[src/rtl/gpr_dump_if.sv]
// gpr_dump_if: GPR read-port, control and valid/ready stream signals of gpr_dump.
// GPR_DUMP_CSUM_EN adds the csum signal.
interface gpr_dump_if;
  logic        start;
  logic [4:0]  rd_addr;
  logic [31:0] rd_data;
  logic        gpr_sel;
  logic        busy;
  logic        done;
  logic        out_valid;
  logic        out_ready;
  logic [4:0]  out_idx;
  logic [31:0] out_data;
`ifdef GPR_DUMP_CSUM_EN
  logic [31:0] csum;
`endif
  modport master (
    input  start, rd_data, out_ready,
    output rd_addr, gpr_sel, busy, done, out_valid, out_idx, out_data
`ifdef GPR_DUMP_CSUM_EN
    , csum
`endif
  );
  modport slave (
    output start, rd_data, out_ready,
    input  rd_addr, gpr_sel, busy, done, out_valid, out_idx, out_data
`ifdef GPR_DUMP_CSUM_EN
    , csum
`endif
  );
endinterface

[src/rtl/gpr_dump.sv]
// gpr_dump: walks GPRs FIRST_REG..LAST_REG and streams {index, data} words.
// GPR_DUMP_CSUM_EN adds a running XOR checksum of accepted words.
module gpr_dump #(
  parameter int FIRST_REG = 0,
  parameter int LAST_REG  = 31
) (
  input logic        clk,
  input logic        rst,
  gpr_dump_if.master bus
);
  localparam logic [4:0] FIRST = 5'(FIRST_REG);
  localparam logic [4:0] LAST  = 5'(LAST_REG);
  typedef enum logic [1:0] {IDLE, READ, SEND, FIN} state_t;
  state_t      state, state_nxt;
  logic [4:0]  idx, out_idx;
  logic [31:0] out_data;
  logic        go, acc;
  assign go  = state == IDLE && bus.start;
  assign acc = state == SEND && bus.out_ready;
  always_ff @(posedge clk or negedge rst)
    if (!rst) state <= IDLE;
    else      state <= state_nxt;
  always_comb begin
    state_nxt = state;
    state_nxt = state == IDLE ? (bus.start ? READ : IDLE) :
                state == READ ? SEND :
                state == SEND ? (bus.out_ready ? (idx == LAST ? FIN : READ) : SEND) :
                IDLE;
  end
  always_ff @(posedge clk or negedge rst)
    if (!rst) begin
      idx      <= '0;
      out_idx  <= '0;
      out_data <= '0;
    end else begin
      if (go) idx <= FIRST;
      else if (acc && idx != LAST) idx <= idx + 5'd1;
      if (state == READ) begin
        out_idx  <= idx;
        out_data <= bus.rd_data;
      end
    end
`ifdef GPR_DUMP_CSUM_EN
  logic [31:0] csum;
  always_ff @(posedge clk or negedge rst)
    if (!rst)     csum <= '0;
    else if (go)  csum <= '0;
    else if (acc) csum <= csum ^ out_data;
  assign bus.csum = csum;
`endif
  assign bus.rd_addr   = idx;
  assign bus.gpr_sel   = state == READ || state == SEND;
  assign bus.busy      = state != IDLE;
  assign bus.done      = state == FIN;
  assign bus.out_valid = state == SEND;
  assign bus.out_idx   = out_idx;
  assign bus.out_data  = out_data;
endmodule
[src/flat_wrapper.sv]
// flat-port wrapper written by rule: the top's interface ports become plain ports
module gpr_dump_flat 
#(
  parameter int FIRST_REG = 0,
  parameter int LAST_REG  = 31
)
  (clk, rst, bus_start, bus_rd_data, bus_out_ready, bus_rd_addr, bus_gpr_sel, bus_busy, bus_done, bus_out_valid, bus_out_idx, bus_out_data);
  gpr_dump_if bus_i ();
  input logic clk;
  input logic rst;
  input wire logic [$bits(bus_i.start)-1:0] bus_start;
  input wire logic [$bits(bus_i.rd_data)-1:0] bus_rd_data;
  input wire logic [$bits(bus_i.out_ready)-1:0] bus_out_ready;
  output wire logic [$bits(bus_i.rd_addr)-1:0] bus_rd_addr;
  output wire logic [$bits(bus_i.gpr_sel)-1:0] bus_gpr_sel;
  output wire logic [$bits(bus_i.busy)-1:0] bus_busy;
  output wire logic [$bits(bus_i.done)-1:0] bus_done;
  output wire logic [$bits(bus_i.out_valid)-1:0] bus_out_valid;
  output wire logic [$bits(bus_i.out_idx)-1:0] bus_out_idx;
  output wire logic [$bits(bus_i.out_data)-1:0] bus_out_data;
  assign bus_i.start = bus_start;
  assign bus_i.rd_data = bus_rd_data;
  assign bus_i.out_ready = bus_out_ready;
  assign bus_rd_addr = bus_i.rd_addr;
  assign bus_gpr_sel = bus_i.gpr_sel;
  assign bus_busy = bus_i.busy;
  assign bus_done = bus_i.done;
  assign bus_out_valid = bus_i.out_valid;
  assign bus_out_idx = bus_i.out_idx;
  assign bus_out_data = bus_i.out_data;
  gpr_dump #(.FIRST_REG(FIRST_REG), .LAST_REG(LAST_REG)) u_core (.clk(clk), .rst(rst), .bus(bus_i));
endmodule
[config.mk]
export PLATFORM = sky130hd
export DESIGN_NAME = gpr_dump_flat
export DESIGN_NICKNAME = d
export VERILOG_FILES = /design/src/rtl/gpr_dump_if.sv /design/src/rtl/gpr_dump.sv /design/src/flat_wrapper.sv
export SDC_FILE = /design/constraint.sdc
export NUM_CORES = 1
export LEC_CHECK = 0
export BUFFER_PORTS_ARGS = -buffer_cell sky130_fd_sc_hd__buf_2
export CAP_MARGIN = 20
export CELL_PAD_IN_SITES_DETAIL_PLACEMENT = 0
export CELL_PAD_IN_SITES_GLOBAL_PLACEMENT = 1
export CORE_UTILIZATION = 36
export DETAILED_ROUTE_END_ITERATION = 6
export PLACE_DENSITY = 0.85
export SYNTH_ARGS = -nofsm -noshare
export SYNTH_HDL_FRONTEND = slang
export SYNTH_SLANG_ARGS = --single-unit
[constraint.sdc]
create_clock -name clk -period 2.15 [get_ports clk]
set_input_delay 0 -clock clk [delete_from_list [all_inputs] [get_ports clk]]
set_output_delay 0 -clock clk [all_outputs]
set_load 0.005 [all_outputs]
==> key figures <==
Outcome
  – Run status: finished, final reports clean

STA
  – F_max: approximately 550 MHz
  – Setup Viol. Count Final: 0
  – Least-Margin Pin Slew: 0.9447 ns
  – RSZ-0062 raised after global routing: false
  – Setup TNS: 0 ns
  – Fin crit share: 84.37%
  – Fin Hold WS: approximately 0.024 ns
  – Slew Viols, Final: 0
  – Slew headroom: 37.02%
  – Clk_skew: approximately 0.004 ns
  – Hold Vio Cnt, Final: 0
  – Crit path time final: 1.814 ns

Synthesis
  – Post-synth ARST share: 100.0%
  – Number of synthesized flops with an enable pin: 0
  – Top_reg_cell synth: dfrtp_1
  – Largest cells by area after synthesis: dfrtp_1 (62%), mux2_1 (15%), mux2_2 (8.2%), ha_1 (4.2%), mux2i_1 (1.1%)
  – Syn nets: about 160
  – Gate Count Post-Synth: about 120
  – Yosys reg bits: 44
  – Syn avg cell area: 15.32 µm²
  – YS warnings: 0
  – Netlist cell types: 21
  – Most frequent cell after synthesis: dfrtp_1
  – Synth top area share: 61.97%
  – Cell Area, Synth: around 1800 µm²
  – Synth area leader: dfrtp_1
  – Synth top cells by count: dfrtp_1 (44), mux2_1 (24), mux2_2 (13)
  – Seq/Total Area, Yosys: 61.97%

Global routing
  – Total gr overflow: 0
  – Total track usage: between 10% and 20%
  – Largest net degree at the start of global routing: 45
  – First-pass GRT wire length: between 6000 and 7000 µm
  – Number of global-route vias before repair: between 1000 and 1500
  – Initial antenna violation count: 0

Pwr
  – Leak: 1.375 nW
  – Max IR drop VDD: ~480 µV
  – Pwr per Cell Area: approximately 1200 nW/µm²

Layout
  – Syn-to-layout area delta: 50.99%
  – Cell area after layout: around 2700 µm²
  – Layout cells sized above 1: around 45%
  – Ant. Diodes: 0
  – Final-stage net count: between 200 and 300

Clock tree
  – Root Driver: clkbuf_8
  – Setup bufs post-CTS: 0
  – CTS tree: built
  – H-tree levels: 2
  – CTS sink cnt: 44
  – Hold buffer count at CTS: 33
  – Cts repair resizes: 0
  – Skew-Pair Late Insertion Delay: between 0.2 and 0.3 ns
  – Cts bufs inserted: 5
  – Clk slew on worst S/H paths: around 0.080 ns
  – Clock Tree Buf Depth: 2

Placement
  – Buffers on Ports: between 80 and 90
  – Placed inst area: between 2000 and 2500 µm²
  – DP Wirelength: roughly 2600 µm
  – Placer Congestion: a little over 0.7

Route
  – Iteration-0 DRC Markers: 51
  – Routed WL: 4123 µm
  – Initial DRT Pass Iterations: 4
  – Vias per Instance: roughly 4.5
  – DRT antenna net count: 0
  – Wire per inst: between 10 and 15 µm
  – Vias after detailed routing: 1361
  – DRC: 0

Floorplan
  – Core footprint: roughly 4700 µm²
  – Number of I/O pins: between 80 and 90
  – Starting Density: 37.62%
  – Die area: about 5200 µm²
  – Die height: roughly 72 µm
  – FP Rows: 25
  – Die X: around 72 µm

Setup path
  – FF-to-FF setup slack: between 0.3 and 0.4 ns
  – CP max stage delay: around 0.44 ns
  – Worst Path Required: 2.37 ns
  – CP top delay family: simple AND/OR/NAND/NOR gates
  – Crit Path Max Fanout: 5
  – Startpoint type of the worst setup path: flop
  – Cells along the critical path: ha_1, and3_1, ha_1, nand3b_4, or3_1, a21oi_1
  – CP endpoint kind: flop
  – Crit path buf inv count: 0
  – CP Class: reg2reg
  – Most common cell on crit path: ha_1
  – Worst EP arrival: between 2 and 2.5 ns
  – Crit-path slowest cell: dfrtp_1

Flow run
  – Maxcap violations: 0

Hold path
  – Hold crit path type: in2reg
-- path summary, 6_finish.rpt --
| kind | to | cells after the start | startpoint |
|---|---|---|---|
| worst max-delay path | u_core.bus.rd_addr[3]$_DFFE_PN0P_ | 6 | u_core.bus.rd_addr[0]$_DFFE_PN0P_ |
| worst min-delay path | u_core.state[0]$_DFF_PN0_ | 2 | bus_out_ready |
| worst max register to register | u_core.bus.rd_addr[3]$_DFFE_PN0P_ | 6 | u_core.bus.rd_addr[0]$_DFFE_PN0P_ |
| worst min register to register | u_core.bus.out_data[11]$_DFFE_PN0N_ | 1 | u_core.bus.out_data[11]$_DFFE_PN0N_ |
| max in group asynchronous | u_core.bus.out_data[26]$_DFFE_PN0N_ | 2 | rst |
| min in group asynchronous | u_core.bus.out_data[11]$_DFFE_PN0N_ | 2 | rst |
-- cells in the final DEF, fill, tap and decap left out, types with 4 or more instances in the layout --
master / count
inv_1: 4
nor2_1: 5
buf_2: 81
clkbuf_8: 6
dlygate4sd3_1: 33
ha_1: 5
mux2_1: 24
dfrtp_1: 44
mux2_2: 13
-- registers in the layout, indices dropped and copies added, names as in the netlist --
| signal | cells |
|---|---|
| u_core.bus.out_idx | 5 |
| u_core.state | 2 |
| u_core.bus.rd_addr | 5 |
| u_core.bus.out_data | 32 |
-- cell type report --
| type | count | area, µm² |
|---|---|---|
| Sequential cell | 44 | 1101 |
| Clock buffer | 6 | 82.58 |
| Multi-Input combinational cell | 63 | 634.4 |
| Tap cell | 67 | 83.83 |
| Timing Repair Buffer | 115 | 755.7 |
| Inverter | 4 | 15.01 |
| Fill cell | 394 | 2041 |
| Clock inverter | 2 | 10.01 |
-- layer usage --
layer	up-vias	wire length [µm]	GRT usage [%]
met4	0	59	7.190
met1	666	1707	18.40
met5	-	0	0
met2	51	2129	29.39
li1	638	-	-
met3	6	226	5.417
-- power breakdown --
part	switching (mW)	internal (mW)	total [mW]
clock	0.269	0.256	0.525
combinational	0.529	0.695	1.22
sequential	0.180	1.18	1.36
-- kinds of logic after synthesis --
kind of cell | Yosys count | share of synthesized area (%)
muxes | 39 | 24.58
xor gates and xnor gates | 2 | 0.9861
AOI/OAI and AO/OA | 5 | 1.761
adders and majority gates | 6 | 4.225
DFF | 44 | 61.97
buffers and inverters | 9 | 2.464
and+or+nand+nor | 11 | 4.015
-- metrics by stage --
stage	instances	worst slack [ns]	total power [mW]	util, %
finish	301	0.3360	3.111	56.79
CTS	301	0.3152	3.134	56.79
global route	301	0.2162	3.344	56.79
detailed placement	260	0.3378	2.559	47.84
floorplan	116	0.4346	2.003	-
global placement	260	0.4064	2.508	47.84
Note: power is estimated with default switching activity, not from simulation.
